**src/rtl/cpu_seq_if.sv**
```systemverilog
// cpu_seq_if: instruction-fetch, datapath-control and I/O handshake bundle
// for cpu_sequencer. The halted line is present only when CPU_SEQ_HALT_EN
// is defined.
interface cpu_seq_if;
  logic [7:0] pc;
  logic [7:0] imem_data;
  logic [7:0] ir;
  logic       acc_we;
  logic [1:0] alu_op;
  logic       src_sel;
  logic       in_valid;
  logic       in_ready;
  logic       out_valid;
  logic       out_ready;
  logic       illegal;
`ifdef CPU_SEQ_HALT_EN
  logic       halted;
`endif

  // Sequencer side.
  modport master (
`ifdef CPU_SEQ_HALT_EN
    output halted,
`endif
    output pc, ir, acc_we, alu_op, src_sel, in_ready, out_valid, illegal,
    input  imem_data, in_valid, out_ready
  );

  // Memory / datapath / I/O side.
  modport slave (
`ifdef CPU_SEQ_HALT_EN
    input  halted,
`endif
    input  pc, ir, acc_we, alu_op, src_sel, in_ready, out_valid, illegal,
    output imem_data, in_valid, out_ready
  );
endinterface

```
**src/rtl/cpu_sequencer.sv**
```systemverilog
// cpu_sequencer: fetch/decode/execute control FSM for a tiny accumulator CPU.
// Opcodes 0x0-0x3 are ALU ops on the zero-extended operand, 0x4 reads the
// input port, 0x5 offers the accumulator on the output port, everything else
// is flagged as illegal and skipped.
// Optional feature macro: CPU_SEQ_HALT_EN -- opcode 0xF enters a HALT state
// that freezes pc/ir and raises halted until reset.
module cpu_sequencer (
  input logic       clk,
  input logic       rst_n,
  cpu_seq_if.master bus
);

  typedef enum logic [2:0] {
    S_FETCH    = 3'd0,
    S_DECODE   = 3'd1,
    S_EXEC     = 3'd2,
    S_WAIT_IN  = 3'd3,
    S_WAIT_OUT = 3'd4
`ifdef CPU_SEQ_HALT_EN
    ,S_HALT    = 3'd5
`endif
  } state_t;

  state_t     state_q, state_d;
  logic [7:0] pc_q, pc_d;
  logic [7:0] ir_q, ir_d;
  logic       illegal_q, illegal_d;

  logic       acc_we;
  logic [1:0] alu_op;
  logic       src_sel;
  logic       in_ready;
  logic       out_valid;

  // Next-state and output decode; strobes depend only on state (plus the
  // handshake input in the wait states).
  always_comb begin
    // NOTE: every signal gets a default before the case so no path can leave
    // it unassigned, which would otherwise infer a latch.
    state_d   = state_q;
    pc_d      = pc_q;
    ir_d      = ir_q;
    illegal_d = illegal_q;
    acc_we    = 1'b0;
    alu_op    = 2'b00;
    src_sel   = 1'b0;
    in_ready  = 1'b0;
    out_valid = 1'b0;

    unique case (state_q)
      S_FETCH: begin
        ir_d    = bus.imem_data;
        pc_d    = pc_q + 8'd1;
        state_d = S_DECODE;
      end
      S_DECODE: begin
        unique case (ir_q[7:4])
          4'h0, 4'h1, 4'h2, 4'h3: state_d = S_EXEC;
          4'h4:                   state_d = S_WAIT_IN;
          4'h5:                   state_d = S_WAIT_OUT;
`ifdef CPU_SEQ_HALT_EN
          4'hF:                   state_d = S_HALT;
`endif
          default: begin
            // Undefined opcode: flag it and move straight on to the next fetch.
            illegal_d = 1'b1;
            state_d   = S_FETCH;
          end
        endcase
      end
      S_EXEC: begin
        acc_we  = 1'b1;
        alu_op  = ir_q[5:4];
        state_d = S_FETCH;
      end
      S_WAIT_IN: begin
        in_ready = 1'b1;
        if (bus.in_valid) begin
          acc_we  = 1'b1;
          src_sel = 1'b1;
          state_d = S_FETCH;
        end
      end
      S_WAIT_OUT: begin
        out_valid = 1'b1;
        if (bus.out_ready) state_d = S_FETCH;
      end
`ifdef CPU_SEQ_HALT_EN
      S_HALT: state_d = S_HALT;
`endif
      default: state_d = S_FETCH;
    endcase
  end

  // State, program counter, instruction register and sticky illegal flag.
  always_ff @(posedge clk or negedge rst_n) begin
    if (!rst_n) begin
      state_q   <= S_FETCH;
      pc_q      <= 8'h00;
      ir_q      <= 8'h00;
      illegal_q <= 1'b0;
    end else begin
      // NOTE: sequential state uses non-blocking assignments so all flops
      // update together from values sampled before the edge.
      state_q   <= state_d;
      pc_q      <= pc_d;
      ir_q      <= ir_d;
      illegal_q <= illegal_d;
    end
  end

  assign bus.pc        = pc_q;
  assign bus.ir        = ir_q;
  assign bus.acc_we    = acc_we;
  assign bus.alu_op    = alu_op;
  assign bus.src_sel   = src_sel;
  assign bus.in_ready  = in_ready;
  assign bus.out_valid = out_valid;
  assign bus.illegal   = illegal_q;
`ifdef CPU_SEQ_HALT_EN
  assign bus.halted    = (state_q == S_HALT);
`endif

endmodule

```
**src/flat_wrapper.sv**
```systemverilog
// flat-port wrapper written by rule: the top's interface ports become plain ports
module cpu_sequencer_flat 
  (clk, rst_n, bus_pc, bus_ir, bus_acc_we, bus_alu_op, bus_src_sel, bus_in_ready, bus_out_valid, bus_illegal, bus_imem_data, bus_in_valid, bus_out_ready);
  cpu_seq_if bus_i ();
  input logic clk;
  input logic rst_n;
  output wire logic [$bits(bus_i.pc)-1:0] bus_pc;
  output wire logic [$bits(bus_i.ir)-1:0] bus_ir;
  output wire logic [$bits(bus_i.acc_we)-1:0] bus_acc_we;
  output wire logic [$bits(bus_i.alu_op)-1:0] bus_alu_op;
  output wire logic [$bits(bus_i.src_sel)-1:0] bus_src_sel;
  output wire logic [$bits(bus_i.in_ready)-1:0] bus_in_ready;
  output wire logic [$bits(bus_i.out_valid)-1:0] bus_out_valid;
  output wire logic [$bits(bus_i.illegal)-1:0] bus_illegal;
  input wire logic [$bits(bus_i.imem_data)-1:0] bus_imem_data;
  input wire logic [$bits(bus_i.in_valid)-1:0] bus_in_valid;
  input wire logic [$bits(bus_i.out_ready)-1:0] bus_out_ready;
  assign bus_pc = bus_i.pc;
  assign bus_ir = bus_i.ir;
  assign bus_acc_we = bus_i.acc_we;
  assign bus_alu_op = bus_i.alu_op;
  assign bus_src_sel = bus_i.src_sel;
  assign bus_in_ready = bus_i.in_ready;
  assign bus_out_valid = bus_i.out_valid;
  assign bus_illegal = bus_i.illegal;
  assign bus_i.imem_data = bus_imem_data;
  assign bus_i.in_valid = bus_in_valid;
  assign bus_i.out_ready = bus_out_ready;
  cpu_sequencer u_core (.clk(clk), .rst_n(rst_n), .bus(bus_i));
endmodule
```
**config.mk**
```make
export PLATFORM = sky130hd
export DESIGN_NAME = cpu_sequencer_flat
export DESIGN_NICKNAME = d
export VERILOG_FILES = /design/src/rtl/cpu_seq_if.sv /design/src/rtl/cpu_sequencer.sv /design/src/flat_wrapper.sv
export SDC_FILE = /design/constraint.sdc
export NUM_CORES = 1
export LEC_CHECK = 0
export BUFFER_PORTS_ARGS = -buffer_cell sky130_fd_sc_hd__buf_2
export CAP_MARGIN = 15
export CORE_ASPECT_RATIO = 0.8
export CORE_MARGIN = 4
export CORE_UTILIZATION = 40
export DETAILED_ROUTE_END_ITERATION = 6
export MAX_ROUTING_LAYER = met4
export PLACE_DENSITY_LB_ADDON = 0.1
export SLEW_MARGIN = 10
export SYNTH_ARGS = -nofsm -noshare
export SYNTH_HDL_FRONTEND = slang
export SYNTH_SLANG_ARGS = --single-unit
```
**constraint.sdc**
```tcl
create_clock -name clk -period 1.7 [get_ports clk]
set_clock_uncertainty 0.05 [all_clocks]
set_input_delay 0.34 -clock clk [delete_from_list [all_inputs] [get_ports clk]]
set_output_delay 0.34 -clock clk [all_outputs]
set_load 0.1 [all_outputs]
```
==> summary.md, run 1 <==
| Metric | Value |
|---|---|
| Status | `finished, violations left` |
| Failing checks | `setup timing` |
| Post-synthesis sequential area ratio | `a little over half` |
| Reg clk slew, reported paths | `0.11 ns` |
| Count of pins over their slew limit | `0` |
| Critical Path AT | `around 1.3 ns` |
| Antenna-violating nets left | `0` |
| Sum Neg Setup Slack | `-0.01037 ns` |
| Clock Latency Late Sink | `slightly below 0.3 ns` |
| Final Cycle Share | `100.6%` |
| Synth top area cells | `dfrtp_1 (54%), mux2_2 (11%), xnor2_1 (5.7%)` |
| Synth Instances | `between 70 and 80` |
| Via count | `approximately 710` |
| Ports | `35` |
| Via density | `4.951` |
| Fin. Hold Viols | `0` |
| RR Endpoint | `u_core.bus.ir[7]` |
| Min-Delay Startpoint | `bus_imem_data[1]` |
| Synth Net Count | `90` |
| Reg2Reg Depth | `5` |
| Detailed router's first-iteration violation count | `23` |
| Final GP Congestion | `0.9023` |
| GRT Util Overall | `approximately 15%` |
| Post-route setup slack | `-0.01037 ns` |
| Area after DPL | `between 0.001 and 0.0015 mm^2` |
| Worst slew pin tran | `0.4912 ns` |
| Core area | `0.002177 mm^2` |
| Distinct cells, synth | `24` |
| Hold Crit Class | `in -> reg` |
| Worst-path maximum fanout | `3` |
| Die Span Y | `50.95 um` |
| Syn-to-layout area delta | `49.52%` |
| I/O Buffers | `34` |
| Startpoint class of the critical path | `register` |
| Worst r2r src | `u_core.state_q[0]` |
| Max frequency | `roughly 0.58 GHz` |
| Vias in the first global route | `approximately 710` |
| Wirelength per Cell | `roughly 14 um` |
| First-pass GRT wire length | `about 3.4 mm` |
| CTS tree | `built` |
| Post-route cell area | `0.001379 mm^2` |
| DRT Pass-1 Iters | `4` |
| # rows | `15` |
| Initial antenna violation count | `0` |
| # clock sinks | `20` |
| Hold depth | `2` |
| ANT cells | `0` |
| Final net count | `approximately 130` |
| Clock root cell | `clkbuf_4` |
| Total CTS buffers | `3` |
| Layout cells sized above 1 | `a little over three fifths` |
| Largest area contributor in the netlist | `dfrtp_1` |
| Largest net degree at the start of global routing | `21` |
| Die width | `61.68 um` |
| Unrepaired setup endpoints after global routing | `true` |
| Cell area after synthesis | `922.1 um^2` |
| H-tree level count | `1` |
| Worst setup path class | `reg -> out` |
| # fillers | `roughly 170` |
| Starting Density | `about 42%` |
| Global route overflow | `0` |
| CP endpoint kind | `primary output` |
| Worst rel slew slack | `between 60% and 70%` |
| Critical Path RT | `about 1.3 ns` |
| Yosys reg bits | `20` |
| Clock Tree Buf Depth | `2` |
| Reg2reg setup slack | `roughly 0.17 ns` |
| Die ar. | `about 0.0031 mm^2` |
| Synth top area share | `between 50% and 60%` |
| Syn_area_per_cell | `11.98 um^2` |
| Hold Path Sink | `u_core.bus.ir[1]` |
| Setup violators final | `1` |
| Final min period | `approximately 1.7 ns` |
| # DRC | `0` |
| Synth warn | `0` |
| Max Cap Viol | `0` |
| Routed Wire Length | `between 1.5 and 2 mm` |
[state kept, by name, indices dropped and copies added, names as in the netlist]
| signal | count |
|---|---|
| u_core.bus.ir | 8 |
| u_core.bus.illegal | 1 |
| u_core.bus.pc | 8 |
| u_core.state_q | 3 |
[worst max-delay path by stage]
stage                      startpoint     endpoint  slack, ns  depth (start not counted)
finish              u_core.state_q[0]   bus_acc_we      -0.01                          4
global placement    u_core.state_q[0]   bus_acc_we       0.21                          4
CTS                 u_core.state_q[0]   bus_acc_we      -0.02                          4
detailed placement  u_core.state_q[0]   bus_acc_we       0.19                          4
global route        u_core.state_q[0]   bus_acc_we      -0.08                          4
floorplan           u_core.state_q[2]  bus_src_sel      -0.32                          4
[kinds of logic (layout without fill, tap and decap cells)]
family                   after synthesis  count (layout)  synth area share [%]
flip-flops                            20              20                 54.27
XOR/XNOR                               7               7                 6.649
AO/OA/AOI/OAI                          7               7                 4.342
buffers and inverters                  6              48                 5.020
multiplexers                           9               9                 10.99
adder cells (fa/ha/maj)                1               1                 1.357
AND/OR/NAND/NOR                       27              27                 17.37
[per-layer routing]
layer,vias up,GRT usage [%],wire length [um]
li1,352,-,-
met1,343,20.38,888
met2,16,21.78,963
met3,2,4.798,106
met4,0,1.060,6
met5,-,-,0
[cell usage after synthesis (all sizes together)]
master  instances
dfrtp          20
mux2            9
nor2            7
xnor2           6
a21oi           4
buf             4
nand4           4
nor3b           3
and2            2
and3            2
inv             2
nand2           2
nor2b           2
nor3            2
a31oi           1
and3b           1
ha              1
nand2b          1
nand3           1
o21ai           1
o41ai           1
xor2            1
[repair_timing]
item,4_1_cts,5_1_grt
gates cloned,0,0
hold endpoints to repair,20,0
resized for setup,8,1
pin swaps,2,0
hold buffers,1,0
setup endpoints to repair,5,6
buffers inserted,3,0
[worst max-delay path: stages, from the launching register on]
cell	delay [ns]
dfrtp_2	0.43
buf_6	0.13
nor2b_4	0.12
nor2_2	0.15
buf_12	0.19
[cell usage in the layout (no fill, tap or decap)]
cell type,synthesis,routed
a21oi_1,4,4
a31oi_1,1,1
and2_4,0,2
and3_1,2,2
and3b_1,1,1
buf_12,0,7
buf_2,1,28
buf_4,0,5
buf_6,3,1
bufinv_16,0,1
clkbuf_4,0,3
dfrtp_1,20,10
dfrtp_2,0,9
dfrtp_4,0,1
dlygate4sd3_1,0,1
ha_1,1,1
inv_1,2,1
inv_4,0,1
mux2_2,9,9
nand2_1,2,2
nand2b_4,0,1
nand3_1,1,1
nand4_1,4,4
nor2_1,7,4
nor2_2,0,2
nor2_4,0,1
nor2b_1,2,1
nor2b_4,0,1
nor3_1,1,1
nor3_4,1,1
nor3b_1,3,1
nor3b_4,0,2
o21ai_0,1,1
o41ai_1,1,1
xnor2_1,6,6
xor2_1,1,1
[through the flow]
step / cells / hold WS, ns / worst slack, ns / util, %
floorplan: 77 / -0.005591 / -0.3165 / -
global placement: 136 / 0.2558 / 0.2132 / 58.51
detailed placement: 136 / 0.2585 / 0.1944 / 58.51
CTS: 144 / 0.2043 / -0.01878 / 63.22
global route: 144 / 0.1960 / -0.07817 / 63.33
finish: 144 / 0.2207 / -0.01037 / 63.33
[cell type report]
type	instances	area (um^2)	area share, %
clock buffer	3	22.52	1.633
clock inverter	1	30.03	2.178
inverter	2	10.01	0.7260
multi-input combinational	51	430.4	31.22
sequential	20	515.5	37.39
tap	25	31.28	2.269
timing repair buffer	42	339.1	24.59
Power of run 1 is not shown: default switching activity piles up to over one toggle a cycle in this logic, so the estimate is an artifact.
==> run 2, diff against run 1 <==
CTS_BUF_LIST = sky130_fd_sc_hd__clkbuf_8 sky130_fd_sc_hd__clkbuf_16   (was default)
==> summary.md, run 2 (synthesis gave the netlist of run 1 again) <==
| Metric | Value |
|---|---|
| Die width | `between 60 and 70 um` |
| CP max stage cell | `dfrtp_2` |
| Antenna-violating nets left | `0` |
| Hold Crit Class | `in -> reg` |
| Area after DPL | `about 0.0013 mm^2` |
| Reg2Reg Depth | `5` |
| Via count | `about 730` |
| Ports | `35` |
| Syn-to-layout area delta | `51.02%` |
| Fin. Hold Viols | `0` |
| Crit-path cells | `buf_4 -> inv_1 -> nor2_4 -> and2_4 -> buf_12` |
| H-tree level count | `1` |
| Routed Wire Length | `around 2.0 mm` |
| Worst slew pin tran | `between 0.4 and 0.5 ns` |
| Core area | `about 0.0022 mm^2` |
| Worst r2r src | `u_core.state_q[0]` |
| Failing checks | `setup timing` |
| Max Cap Viol | `0` |
| Layout cells sized above 1 | `roughly 61%` |
| DRT Pass-1 Iters | `4` |
| Unrepaired setup endpoints after global routing | `true` |
| Worst setup path class | `reg -> out` |
| Critical Path AT | `around 1.3 ns` |
| Count of pins over their slew limit | `0` |
| Final min period | `roughly 1.7 ns` |
| GRT Util Overall | `14.25%` |
| Clock Latency Late Sink | `between 0.2 and 0.3 ns` |
| Die Span Y | `roughly 51 um` |
| Setup violators final | `1` |
| ANT cells | `0` |
| Final Cycle Share | `100.3%` |
| Min-Delay Startpoint | `bus_imem_data[1]` |
| Startpoint class of the critical path | `register` |
| Max frequency | `between 0.5 and 0.6 GHz` |
| Reg2reg setup slack | `around 0.18 ns` |
| Starting Density | `a little over two fifths` |
| CP endpoint kind | `primary output` |
| RR Endpoint | `u_core.bus.ir[7]` |
| Detailed router's first-iteration violation count | `10` |
| CTS tree | `built` |
| Wirelength per Cell | `around 14 um` |
| # clock sinks | `20` |
| Die ar. | `around 0.0031 mm^2` |
| Most frequent cells in the layout | `buf_2 (28), dfrtp_1 (10), mux2_2 (9), dfrtp_2 (9), buf_12 (7)` |
| Vias in the first global route | `around 700` |
| I/O Buffers | `34` |
| Initial antenna violation count | `0` |
| Global route overflow | `0` |
| Critical Path RT | `about 1.3 ns` |
| First-pass GRT wire length | `about 3.3 mm` |
| Hold Path Sink | `u_core.bus.ir[1]` |
| Post-route cell area | `between 0.001 and 0.0015 mm^2` |
| # rows | `15` |
| Status | `finished, violations left` |
| CP peak stage delay | `around 0.43 ns` |
| Post-route setup slack | `-0.004621 ns` |
| # DRC | `0` |
| Clock Tree Buf Depth | `2` |
| Final net count | `roughly 130` |
| Largest net degree at the start of global routing | `21` |
| Clock root cell | `clkbuf_8` |
| Most common cell after layout, fill and taps aside | `buf_2` |
| Reg clk slew, reported paths | `approximately 0.070 ns` |
| # fillers | `approximately 170` |
| Worst rel slew slack | `between 60% and 70%` |
| Worst-path maximum fanout | `3` |
| Hold depth | `2` |
| Place WS | `a little under 0.2 ns` |
| Via density | `approximately 5.1` |
| Total CTS buffers | `3` |
| Final GP Congestion | `roughly 0.9` |
## run 2: cell counts in the layout (fill, tap and decap cells not counted)
Identical to the previous run, type by type.
## run 2: worst max-delay path, delay by kind of cell (launching register included)
family | cells | cell delay [ns]
AND/OR/NAND/NOR | 2 | 0.20
flip-flops | 1 | 0.43
buffers and inverters | 3 | 0.43
## run 2: stage by stage
| stage | setup TNS, ns | cells | util, % | hold WS (ns) |
|---|---|---|---|---|
| after floorplan | -1.004 | 77 | - | -0.005591 |
| after global placement | 0 | 136 | 58.51 | 0.2558 |
| after detailed placement | 0 | 136 | 58.51 | 0.2585 |
| after CTS | -0.01982 | 142 | 62.70 | 0.2587 |
| after global routing | -0.1472 | 144 | 63.97 | 0.2618 |
| final | -0.004621 | 144 | 63.97 | 0.2672 |
## run 2: metal layers
metal	GRT usage, %	share of wire (%)	vias up
li1	-	-	352
met1	20.70	45	352
met2	20.73	49	22
met3	4.040	6.1	2
met4	1.060	0.30	0
met5	-	0	-
## run 2: cell type report
type	instances	area [um^2]	share of cell area, %
timing repair buffer	42	339.1	24.35
clock inverter	1	30.03	2.156
tap	25	31.28	2.246
inverter	2	7.507	0.5391
multi-input combinational	51	427.9	30.73
sequential	20	515.5	37.02
clock buffer	3	41.29	2.965
## run 2: worst max-delay path by stage
| stage | start | endpoint | slack, ns | depth (start not counted) |
|---|---|---|---|---|
| after floorplan | u_core.state_q[2] | bus_src_sel | -0.32 | 4 |
| after global placement | u_core.state_q[0] | bus_acc_we | 0.21 | 4 |
| after detailed placement | u_core.state_q[0] | bus_acc_we | 0.19 | 4 |
| after CTS | u_core.state_q[0] | bus_acc_we | -0.02 | 4 |
| after global routing | u_core.state_q[0] | bus_out_valid | -0.05 | 4 |
| final | u_core.state_q[0] | bus_src_sel | -0.005 | 5 |
## run 2: timing repair
action	CTS	global route
hold buffers	1	0
endpoints found under the hold margin	20	0
setup endpoints to repair	4	3
pin swaps	0	3
resized for setup	2	4
buffers inserted	1	2
Power of run 2 is left out for the same reason.
